[src/rtl/spi_flash_rd_pkg.sv]
// Shared definitions for the SPI flash reader.
// - Register offsets of the spi register block (SPI_CR, SPI_SR, SPI_DR, SPI_DFR, SPI_CS_V).
// - spi_sr_v: bit layout of the spi status register (spi_rd[7:0] when addressing SPI_SR).
// - state_e: reader FSM states; FLASH_CMD_READ and CHUNK constants.
// - bus_op_t plus helpers that build one registered bus access.
package spi_flash_rd_pkg;

  localparam logic [4:0] SPI_CR   = 5'h00;
  localparam logic [4:0] SPI_SR   = 5'h04;
  localparam logic [4:0] SPI_DR   = 5'h08;
  localparam logic [4:0] SPI_DFR  = 5'h0c;
  localparam logic [4:0] SPI_CS_V = 5'h10;

  typedef struct packed {
    logic [2:0] rsvd;
    logic       busy;
    logic       rx_fifo_full;
    logic       rx_fifo_emp;
    logic       tx_fifo_full;
    logic       tx_fifo_emp;
  } spi_sr_v;

  localparam logic [7:0]  FLASH_CMD_READ = 8'h03;
  localparam int unsigned CHUNK          = 8;

  typedef enum logic [3:0] {
    StIdle, StCfg, StCmd, StWcmd, StDcmd, StPush, StWdat, StPop, StCsoff, StFin
  } state_e;

  typedef struct packed {
    logic        we;
    logic        re;
    logic [4:0]  addr;
    logic [31:0] wd;
  } bus_op_t;

  function automatic bus_op_t bus_wr(input logic [4:0] addr, input logic [31:0] data);
    bus_op_t op;
    op.we   = 1'b1;
    op.re   = 1'b0;
    op.addr = addr;
    op.wd   = data;
    return op;
  endfunction

  function automatic bus_op_t bus_rd(input logic [4:0] addr, input logic re);
    bus_op_t op;
    op.we   = 1'b0;
    op.re   = re;
    op.addr = addr;
    op.wd   = '0;
    return op;
  endfunction

endpackage

[src/rtl/spi_flash_rd_if.sv]
// Simple register bus between the flash reader (master) and the spi block (slave).
// - spi_addr/spi_re/spi_we/spi_wd: access driven by the master.
// - spi_rd: read data, combinational from spi_addr on the slave side.
interface spi_flash_rd_if;
  logic [4:0]  spi_addr;
  logic        spi_re;
  logic        spi_we;
  logic [31:0] spi_wd;
  logic [31:0] spi_rd;

  modport master (output spi_addr, spi_re, spi_we, spi_wd, input spi_rd);
  modport slave  (input spi_addr, spi_re, spi_we, spi_wd, output spi_rd);
endinterface

[src/rtl/spi_flash_rd.sv]
// SPI flash reader: on start, reads len bytes from a 25-series flash (READ 0x03, 24-bit
// address) through the spi register block and streams them out on a valid/ready port.
// Ports:
// - clk, rst: clock, asynchronous active-high reset.
// - start, flash_addr, len, dfv: request; captured on start while idle.
// - busy, done: busy from the cycle after start until done; done is a one-cycle pulse.
// - out_data, out_valid, out_ready: received byte stream.
// - bus: master side of the spi register bus.
module spi_flash_rd
  import spi_flash_rd_pkg::*;
#(
  parameter int unsigned cs_w   = 8,
  parameter int unsigned cs_idx = 0,
  parameter int unsigned len_w  = 16
) (
  input  logic             clk,
  input  logic             rst,
  input  logic             start,
  input  logic [23:0]      flash_addr,
  input  logic [len_w-1:0] len,
  input  logic [7:0]       dfv,
  output logic             busy,
  output logic             done,
  output logic [7:0]       out_data,
  output logic             out_valid,
  input  logic             out_ready,
  spi_flash_rd_if.master   bus
);

  localparam logic [32:0] CsAllW = (33'd1 << cs_w) - 33'd1;
  localparam logic [31:0] CsAll  = CsAllW[31:0];
  localparam logic [31:0] CsSel  = CsAll & ~(32'd1 << cs_idx);

  state_e           st;
  logic [3:0]       step;
  logic [3:0]       chunk;
  logic [len_w-1:0] rem;
  logic [23:0]      addr_q;
  bus_op_t          op;
  spi_sr_v          sr;
  logic [3:0]       rem_chunk;
  logic             unused_rd;

  assign sr        = spi_sr_v'(bus.spi_rd[7:0]);
  assign unused_rd = ^{bus.spi_rd[31:8], sr.rsvd, sr.busy, sr.rx_fifo_full, sr.rx_fifo_emp,
                       sr.tx_fifo_full};
  assign rem_chunk = (rem > len_w'(CHUNK)) ? 4'(CHUNK) : rem[3:0];

  // The pop strobe follows out_ready combinationally so a byte leaves the rx FIFO in the
  // same cycle it is accepted.
  assign bus.spi_addr = op.addr;
  assign bus.spi_we   = op.we;
  assign bus.spi_wd   = op.wd;
  assign bus.spi_re   = op.re | (out_valid & out_ready);
  assign out_data     = bus.spi_rd[7:0];

  // rem is reduced when a chunk is pushed, so in StPop it already holds the bytes left
  // after the current chunk.
  always_ff @(posedge clk or posedge rst) begin
    if (rst) begin
      st        <= StIdle;
      step      <= '0;
      chunk     <= '0;
      rem       <= '0;
      addr_q    <= '0;
      op        <= '0;
      busy      <= 1'b0;
      done      <= 1'b0;
      out_valid <= 1'b0;
    end else begin
      unique case (st)
        StIdle: begin
          if (start) begin
            addr_q <= flash_addr;
            rem    <= len;
            busy   <= 1'b1;
            step   <= '0;
            if (len == '0) begin
              st <= StFin;
            end else begin
              st <= StCfg;
              op <= bus_wr(SPI_DFR, {24'd0, dfv});
            end
          end
        end
        StCfg: begin
          step <= step + 4'd1;
          if (step == 4'd0) begin
            op <= bus_wr(SPI_CR, '0);
          end else if (step == 4'd1) begin
            op <= bus_wr(SPI_CS_V, CsSel);
          end else begin
            st   <= StCmd;
            step <= '0;
            op   <= bus_wr(SPI_DR, 32'(FLASH_CMD_READ));
          end
        end
        StCmd: begin
          step <= step + 4'd1;
          case (step)
            4'd0:    op <= bus_wr(SPI_DR, {24'd0, addr_q[23:16]});
            4'd1:    op <= bus_wr(SPI_DR, {24'd0, addr_q[15:8]});
            4'd2:    op <= bus_wr(SPI_DR, {24'd0, addr_q[7:0]});
            default: begin
              st   <= StWcmd;
              step <= '0;
              op   <= bus_rd(SPI_SR, 1'b0);
            end
          endcase
        end
        StWcmd: begin
          if (sr.tx_fifo_emp) begin
            st   <= StDcmd;
            step <= '0;
            op   <= bus_rd(SPI_DR, 1'b1);
          end
        end
        StDcmd: begin
          // Drain the four bytes clocked in while the command was shifted out.
          step <= step + 4'd1;
          if (step == 4'd3) begin
            st    <= StPush;
            step  <= '0;
            chunk <= rem_chunk;
            op    <= bus_wr(SPI_DR, '0);
          end
        end
        StPush: begin
          step <= step + 4'd1;
          if (step == chunk - 4'd1) begin
            st   <= StWdat;
            step <= '0;
            rem  <= rem - len_w'(chunk);
            op   <= bus_rd(SPI_SR, 1'b0);
          end
        end
        StWdat: begin
          if (sr.tx_fifo_emp) begin
            st        <= StPop;
            step      <= '0;
            op        <= bus_rd(SPI_DR, 1'b0);
            out_valid <= 1'b1;
          end
        end
        StPop: begin
          if (out_ready) begin
            step <= step + 4'd1;
            if (step == chunk - 4'd1) begin
              out_valid <= 1'b0;
              step      <= '0;
              if (rem != '0) begin
                st    <= StPush;
                chunk <= rem_chunk;
                op    <= bus_wr(SPI_DR, '0);
              end else begin
                st <= StCsoff;
                op <= bus_wr(SPI_CS_V, CsAll);
              end
            end
          end
        end
        StCsoff: begin
          // Enter the done cycle of StFin directly so done lands two cycles after the last pop.
          st   <= StFin;
          step <= 4'd1;
          done <= 1'b1;
          op   <= '0;
        end
        StFin: begin
          if (step == 4'd0) begin
            step <= 4'd1;
            done <= 1'b1;
          end else begin
            st   <= StIdle;
            step <= '0;
            done <= 1'b0;
            busy <= 1'b0;
          end
        end
        default: st <= StIdle;
      endcase
    end
  end

endmodule

[src/flat_wrapper.sv]
// flat-port wrapper written by rule: the top's interface ports become plain ports
module spi_flash_rd_flat import spi_flash_rd_pkg::*;
#(
  parameter int unsigned cs_w   = 8,
  parameter int unsigned cs_idx = 0,
  parameter int unsigned len_w  = 16
)
  (clk, rst, start, flash_addr, len, dfv, busy, done, out_data, out_valid, out_ready, bus_spi_addr, bus_spi_re, bus_spi_we, bus_spi_wd, bus_spi_rd);
  spi_flash_rd_if bus_i ();
  input  logic clk;
  input  logic rst;
  input  logic start;
  input  logic [23:0] flash_addr;
  input  logic [len_w-1:0] len;
  input  logic [7:0] dfv;
  output logic busy;
  output logic done;
  output logic [7:0] out_data;
  output logic out_valid;
  input  logic out_ready;
  output wire logic [$bits(bus_i.spi_addr)-1:0] bus_spi_addr;
  output wire logic [$bits(bus_i.spi_re)-1:0] bus_spi_re;
  output wire logic [$bits(bus_i.spi_we)-1:0] bus_spi_we;
  output wire logic [$bits(bus_i.spi_wd)-1:0] bus_spi_wd;
  input wire logic [$bits(bus_i.spi_rd)-1:0] bus_spi_rd;
  assign bus_spi_addr = bus_i.spi_addr;
  assign bus_spi_re = bus_i.spi_re;
  assign bus_spi_we = bus_i.spi_we;
  assign bus_spi_wd = bus_i.spi_wd;
  assign bus_i.spi_rd = bus_spi_rd;
  spi_flash_rd #(.cs_w(cs_w), .cs_idx(cs_idx), .len_w(len_w)) u_core (.clk(clk), .rst(rst), .start(start), .flash_addr(flash_addr), .len(len), .dfv(dfv), .busy(busy), .done(done), .out_data(out_data), .out_valid(out_valid), .out_ready(out_ready), .bus(bus_i));
endmodule
[config.mk]
export PLATFORM = sky130hd
export DESIGN_NAME = spi_flash_rd_flat
export DESIGN_NICKNAME = d
export VERILOG_FILES = /design/src/rtl/spi_flash_rd_pkg.sv /design/src/rtl/spi_flash_rd_if.sv /design/src/rtl/spi_flash_rd.sv /design/src/flat_wrapper.sv
export SDC_FILE = /design/constraint.sdc
export NUM_CORES = 1
export LEC_CHECK = 0
export ABC_CLOCK_PERIOD_IN_PS = 5000
export BUFFER_PORTS_ARGS = -buffer_cell sky130_fd_sc_hd__buf_4
export CAP_MARGIN = 10
export CORE_MARGIN = 5
export CORE_UTILIZATION = 50
export DETAILED_ROUTE_END_ITERATION = 10
export GPL_ROUTABILITY_DRIVEN = 0
export MAX_ROUTING_LAYER = met4
export PLACE_DENSITY = 0.85
export SLEW_MARGIN = 20
export SYNTH_ARGS = -nofsm -noshare
export SYNTH_HDL_FRONTEND = slang
export SYNTH_SLANG_ARGS = --single-unit
[constraint.sdc]
create_clock -name clk -period 5 [get_ports clk]
set_clock_uncertainty 0.05 [all_clocks]
set_input_delay 1 -clock clk [delete_from_list [all_inputs] [get_ports clk]]
set_output_delay 1 -clock clk [all_outputs]
set_load 0.02 [all_outputs]
==> Yosys cells after proc, flatten, opt, wreduce, memory -nomap -nowiden <==
Index checks and enable logic that the tools add are counted.
{ "op_classes": {"n_addsub": 3, "n_mul": 0, "div_mod_pow": 0, "n_lt_le_gt_ge": 1, "eq_ne": 27, "shift": 0, "n_mux": 55, "bitwise": 2, "reduce_logical": 21} }
{ "ops": {"columns": ["op", "count"], "rows": [
  ["$mux W39", 9],
  ["$pmux W39 S9", 1],
  ["$pmux W39 S3", 1],
  ["$mux W4", 26],
  ["$mux W37", 2],
  ["$pmux W4 S10", 1],
  ["$pmux W4 S9", 1],
  ["$mux W16", 2],
  ["$pmux W16 S2", 1],
  ["$ne A2 B2 Y1 const B", 9],
  ["$reduce_bool A9 Y1", 2],
  ["$eq A4 B2 Y1 const B", 4],
  ["$eq A4 B3 Y1 const B", 4],
  ["$gt A16 B4 Y1 const B", 1],
  ["$logic_not A16 Y1", 1],
  ["$reduce_bool A16 Y1", 1],
  ["$sub A16 B4 Y16", 1],
  ["$reduce_and A11 Y1", 1],
  ["$ne A2 B1 Y1 const B", 5],
  ["$reduce_bool A2 Y1", 5],
  ["$reduce_and A9 Y1", 1],
  ["$eq A4 B1 Y1 const B", 2],
  ["$eq A4 B4 Y1 const B", 2],
  ["$logic_not A4 Y1", 2],
  ["other kinds (14)", 24]
]} }
{ "word_totals": {"ff_bits": 94, "latch_bits": 0, "ramBits": 0, "romBits": 0, "inputBits": 84, "wordCells": 121, "n_memories": 0} }

==> Logic depth before layout (Yosys ltp) <==
{ "logic_depth": {"ltp_word": 6, "mapped_depth": 10, "depth_no_buf": 10} }

==> Worst setup path after synthesis <==
Ideal clock, no wire load.
{ "synth_path": {"path_type": "register to register", "from": "register u_core.step[0]", "to": "register u_core.op, in the netlist u_core.bus.spi_addr[2]", "arrival_time_ns": 2.229, "slack_ns": 2.596, "stages_incl_launch_ff": 9, "path_buffers": 1, "period_less_slack_ns": 2.404, "path_cell_list": "dfrtp_1 -> ha_1 -> nor3b_1 -> nor2_1 -> o211a_1 -> and2_4 -> nor4_4 -> buf_6 -> mux2_4"} }
{ "synth_between": {"elab_chain_len": 3, "word_cells_on_any_way": 12, "classes_between": "7 x eq/ne; 3 x mux; 2 x reduce/logical"} }
{ "synth_rtl": {"columns": ["item", "line_no", "rtl"], "rows": [
  ["from (decl)", "spi_flash_rd.sv:35", "logic [3:0] step;"],
  ["from (signal assigned)", "spi_flash_rd.sv:87", "step <= step + 4'd1;"],
  ["from (signal assigned)", "spi_flash_rd.sv:99", "step <= step + 4'd1;"],
  ["from (signal assigned)", "spi_flash_rd.sv:120", "step <= step + 4'd1;"],
  ["$eq A4 B2 Y1, or another cell as far along", "spi_flash_rd.sv:100", "case (step)"],
  ["$pmux W39 S3, or another cell as far along", "spi_flash_rd.sv:100", null],
  ["$pmux W39 S9 or $reduce_and A9 Y1 (tied branches)", null, null],
  ["to (signal assigned)", "spi_flash_rd.sv:101", "4'd0: op <= bus_wr(SPI_DR, {24'd0, addr_q[23:16]});"],
  ["to (signal assigned)", "spi_flash_rd.sv:102", "4'd1: op <= bus_wr(SPI_DR, {24'd0, addr_q[15:8]});"],
  ["to (signal assigned)", "spi_flash_rd.sv:103", "4'd2: op <= bus_wr(SPI_DR, {24'd0, addr_q[7:0]});"],
  ["to (decl)", "spi_flash_rd.sv:39", "bus_op_t op;"]
]} }
Parallel ways exist; a longest one is shown, timed or not.
A chain may end at the register's enable or synchronous reset.

==> Worst setup path after layout <==
{ "layout_path": {"from": "register u_core.step[0]", "to": "register u_core.op, in the netlist u_core.bus.spi_wd[0]"} }
{ "layout_between": {"elab_chain_len": 4, "word_cells_on_any_way": 13, "classes_between": "7 x eq/ne; 4 x mux; 2 x reduce/logical"} }
{ "layout_rtl": {"columns": ["item", "line_no", "rtl"], "rows": [
  ["$eq A4 B1 Y1", "spi_flash_rd.sv:90, spi_flash_rd.sv:100", null],
  ["$mux W37", "spi_flash_rd.sv:90", "end else if (step == 4'd1) begin"],
  ["$mux W39", "spi_flash_rd.sv:88", "if (step == 4'd0) begin"],
  ["$pmux W39 S9", "spi_flash_rd.sv:71", "unique case (st)"],
  ["to (signal assigned)", "spi_flash_rd.sv:89", "op <= bus_wr(SPI_CR, '0);"],
  ["to (signal assigned)", "spi_flash_rd.sv:91", "op <= bus_wr(SPI_CS_V, CsSel);"],
  ["to (signal assigned)", "spi_flash_rd.sv:101", null]
]} }
Parallel ways exist; a longest one is shown, timed or not.

==> flow_summary.json <==
{
  "run_status": "finished, final reports clean",
  "startpoint_type": "register",
  "grt.total_usage_pct": 21.42,
  "cts_buffers": 9,
  "wl_mm": 11.00,
  "yosysTopAreaCellShare_pct": 38.96,
  "worstPathMaxFanout": 13,
  "avgSynthCellArea_sq_um": 8.352,
  "h-tree-depth": 3,
  "die_x_um": 103.5,
  "cts_tree": "done",
  "whs_path_depth": 2,
  "fin_cells": 674,
  "netlist_area_sq_mm": 0.004368,
  "vdd_ir_drop_max_v": 0.0002669,
  "p_per_area_mw_per_mm2": 582.8,
  "nFillCells": 760,
  "cts_max_path_buffers": 2,
  "core_area_sq_mm": 0.008636,
  "dpl_cell_area_sq_mm": 0.004701,
  "rsz0062_at_grt": "false",
  "hold_class": "reg2reg",
  "drive_gt1_share_pct": 18.20,
  "max_slew.worst_pin.slew_ps": 968.9,
  "ys_types": 65,
  "yosys-top-cells-area": "dfrtp_1 39%, nand2_1 9.4%, buf_4 7.7%",
  "slew_violations": 0,
  "slowest_stage": "nor4_4",
  "hold_buffers": 0,
  "start_util_pct": 50.58,
  "synth-async-reset-ratio_pct": 100.0,
  "synth_top_cell_by_area": "dfrtp_1",
  "nNetsFinal": 656,
  "reg2reg_depth": 7,
  "post-route-period-util_pct": 61.50,
  "io_pins": 134,
  "clkLatencyLatePin_ps": 370,
  "power_w": 0.002892,
  "grt_pass1_wl_mm": 17.46,
  "numPortBuffers": 69,
  "rows": 34,
  "routedWlPerCell_um": 16.31,
  "dieHeight_um": 103.5,
  "setup_viol": 0,
  "path_cells": "ha_1 -> nor3b_1 -> nor2_1 -> o211a_1 -> and2_4 -> nor4_4 -> mux2_2",
  "grt-ovfl-total": 0,
  "cts_root_buf": "clkbuf_8",
  "max_freq_mhz": 325.2,
  "synthFlopType": "dfrtp_1",
  "cts.sinks": 68,
  "p_leak_nw": 2.353,
  "final_cell_area_sq_mm": 0.004962,
  "max_stage_delay_ps": 840,
  "drv_cap": 0,
  "via_per_inst": 5.926,
  "postSynthCellCount": 523,
  "final.min_clock_period_ps": 3075,
  "slew_headroom_pct": 34.92,
  "ys_warn_count": 0,
  "synth_edf_count": 0,
  "drc": 0,
  "setup.worst_path.end_class": "register",
  "area_growth_syn_to_layout_pct": 13.61,
  "postCtsSetupRepairBufs": 0,
  "grt_max_degree": 54,
  "cts_resized": 0,
  "synth-seq-cells": 68,
  "dr.pass1.iters": 6,
  "first_global_vias": 3751,
  "cp.required_ps": 5200,
  "drtIter0Drc": 298,
  "arrival_ps": 3280,
  "hpwl_mm": 8.094,
  "antenna_cells": 0,
  "dieArea_sq_mm": 0.01071,
  "synth_seq_area_share_pct": 38.96,
  "antenna_found_initial": 0,
  "clk_pin_slew_ps": 80,
  "vias": 3994,
  "placedCellCount": 659,
  "hold_viol": 0,
  "fin_setup_tns_ps": 0,
  "critical_path_class": "reg2reg",
  "antenna_left": 0
}
[worst paths after layout]
check                           slack [ps]        startpoint              endpoint
worst max register to register        1930    u_core.step[0]  u_core.bus.spi_wd[0]
worst max-delay path                  1930    u_core.step[0]  u_core.bus.spi_wd[0]
worst min-delay path                   430  u_core.addr_q[0]      u_core.addr_q[0]
max in group asynchronous             3380               rst          u_core.st[0]
min in group asynchronous              560               rst         u_core.rem[4]
worst min register to register         430  u_core.addr_q[0]      u_core.addr_q[0]
[metrics by stage]
step	util (%)	setup slack, ps	hold slack [ps]
after floorplan	-	2238	394.6
after global placement	54.43	2010	409.2
after detailed placement	54.43	1960	413.6
after CTS	57.46	1928	431.4
after global routing	57.46	1748	466.0
final	57.46	1925	429.4
[Yosys cell counts, types with 3 or more instances]
cell and count:
nand2_1 109, dfrtp_1 68, buf_4 45, nor2_1 34
a21oi_1 27, inv_1 21, o21ai_0 20, clkbuf_1 19
nand3_1 16, nor3_1 13, o22ai_1 10, ha_1 9
a222oi_1 8, mux2i_1 8, nand4_1 8, nor4_1 7
a22o_1 5, nand2b_1 5, nor2b_1 5, o31ai_1 5
or3_1 5, xnor2_1 5, and3_1 4, buf_2 4
o21a_1 4, a211oi_1 3, a21o_1 3, a31oi_1 3
mux2_2 3, mux2_4 3, or4_1 3
[worst max-delay path, delay by kind of cell, from the launching register on]
kind	cells	cell delay, ps
AND/OR/NAND/NOR	4	1520
flip-flops	1	480
multiplexers	1	420
adder cells (fa/ha/maj)	1	230
AO/OA/AOI/OAI	1	270
[cells in the final DEF, fill, tap and decap left out, types with 9 or more instances in the layout]
cell,instances
nand2_1,109
buf_4,73
dfrtp_1,68
nor2_1,34
a21oi_1,27
conb_1,26
inv_1,20
o21ai_0,19
nand3_1,16
nor3_1,13
o22ai_1,10
ha_1,9
clkbuf_8,9
[report_power, final]
group          internal, W  switching [W]  leakage, nW  total, W
clock             0.000381       0.000225        0.129  0.000605
combinational     0.000518       0.000762         1.37   0.00128
sequential        0.000767       0.000240        0.849   0.00101
[routing by layer]
layer  vias up  part of all wire [%]  GRT usage (%)
li1       1854                     -              -
met1      1906                    42          27.04
met2       208                    48          34.22
met3        26                   8.5          3.555
met4         0                   2.0          8.865
met5         -                     0              -
[cell type report]
cell class                 count  area, sq um  area share, %
multi-input combinational    389         2237          45.08
inverter                      21        78.83          1.589
tap                          108        135.1          2.723
clock inverter                 6        137.6          2.774
clock buffer                   9        123.9          2.496
timing repair buffer          73        548.0          11.04
sequential                    68         1702          34.29
[registers in the layout (all words and copies together) (netlist names)]
| signal | count |
|---|---|
| u_core.chunk | 4 |
| u_core.bus.spi_we | 1 |
| u_core.op | 1 |
| u_core.bus.spi_addr | 3 |
| u_core.done | 1 |
| u_core.bus.spi_wd | 8 |
| u_core.busy | 1 |
| u_core.rem | 16 |
| u_core.step | 4 |
| u_core.st | 4 |
| u_core.addr_q | 24 |
| u_core.out_valid | 1 |
[cell families after synthesis]
group,Yosys count,synth area share [%]
AOI/OAI and AO/OA,112,17.39
muxes,14,3.638
and+or+nand+nor,220,23.35
adders and majority gates,10,3.036
DFF,68,38.96
xor gates and xnor gates,7,1.576
buffers and inverters,91,11.97
other,1,0.08585
(Power assumes the default switching activity.)
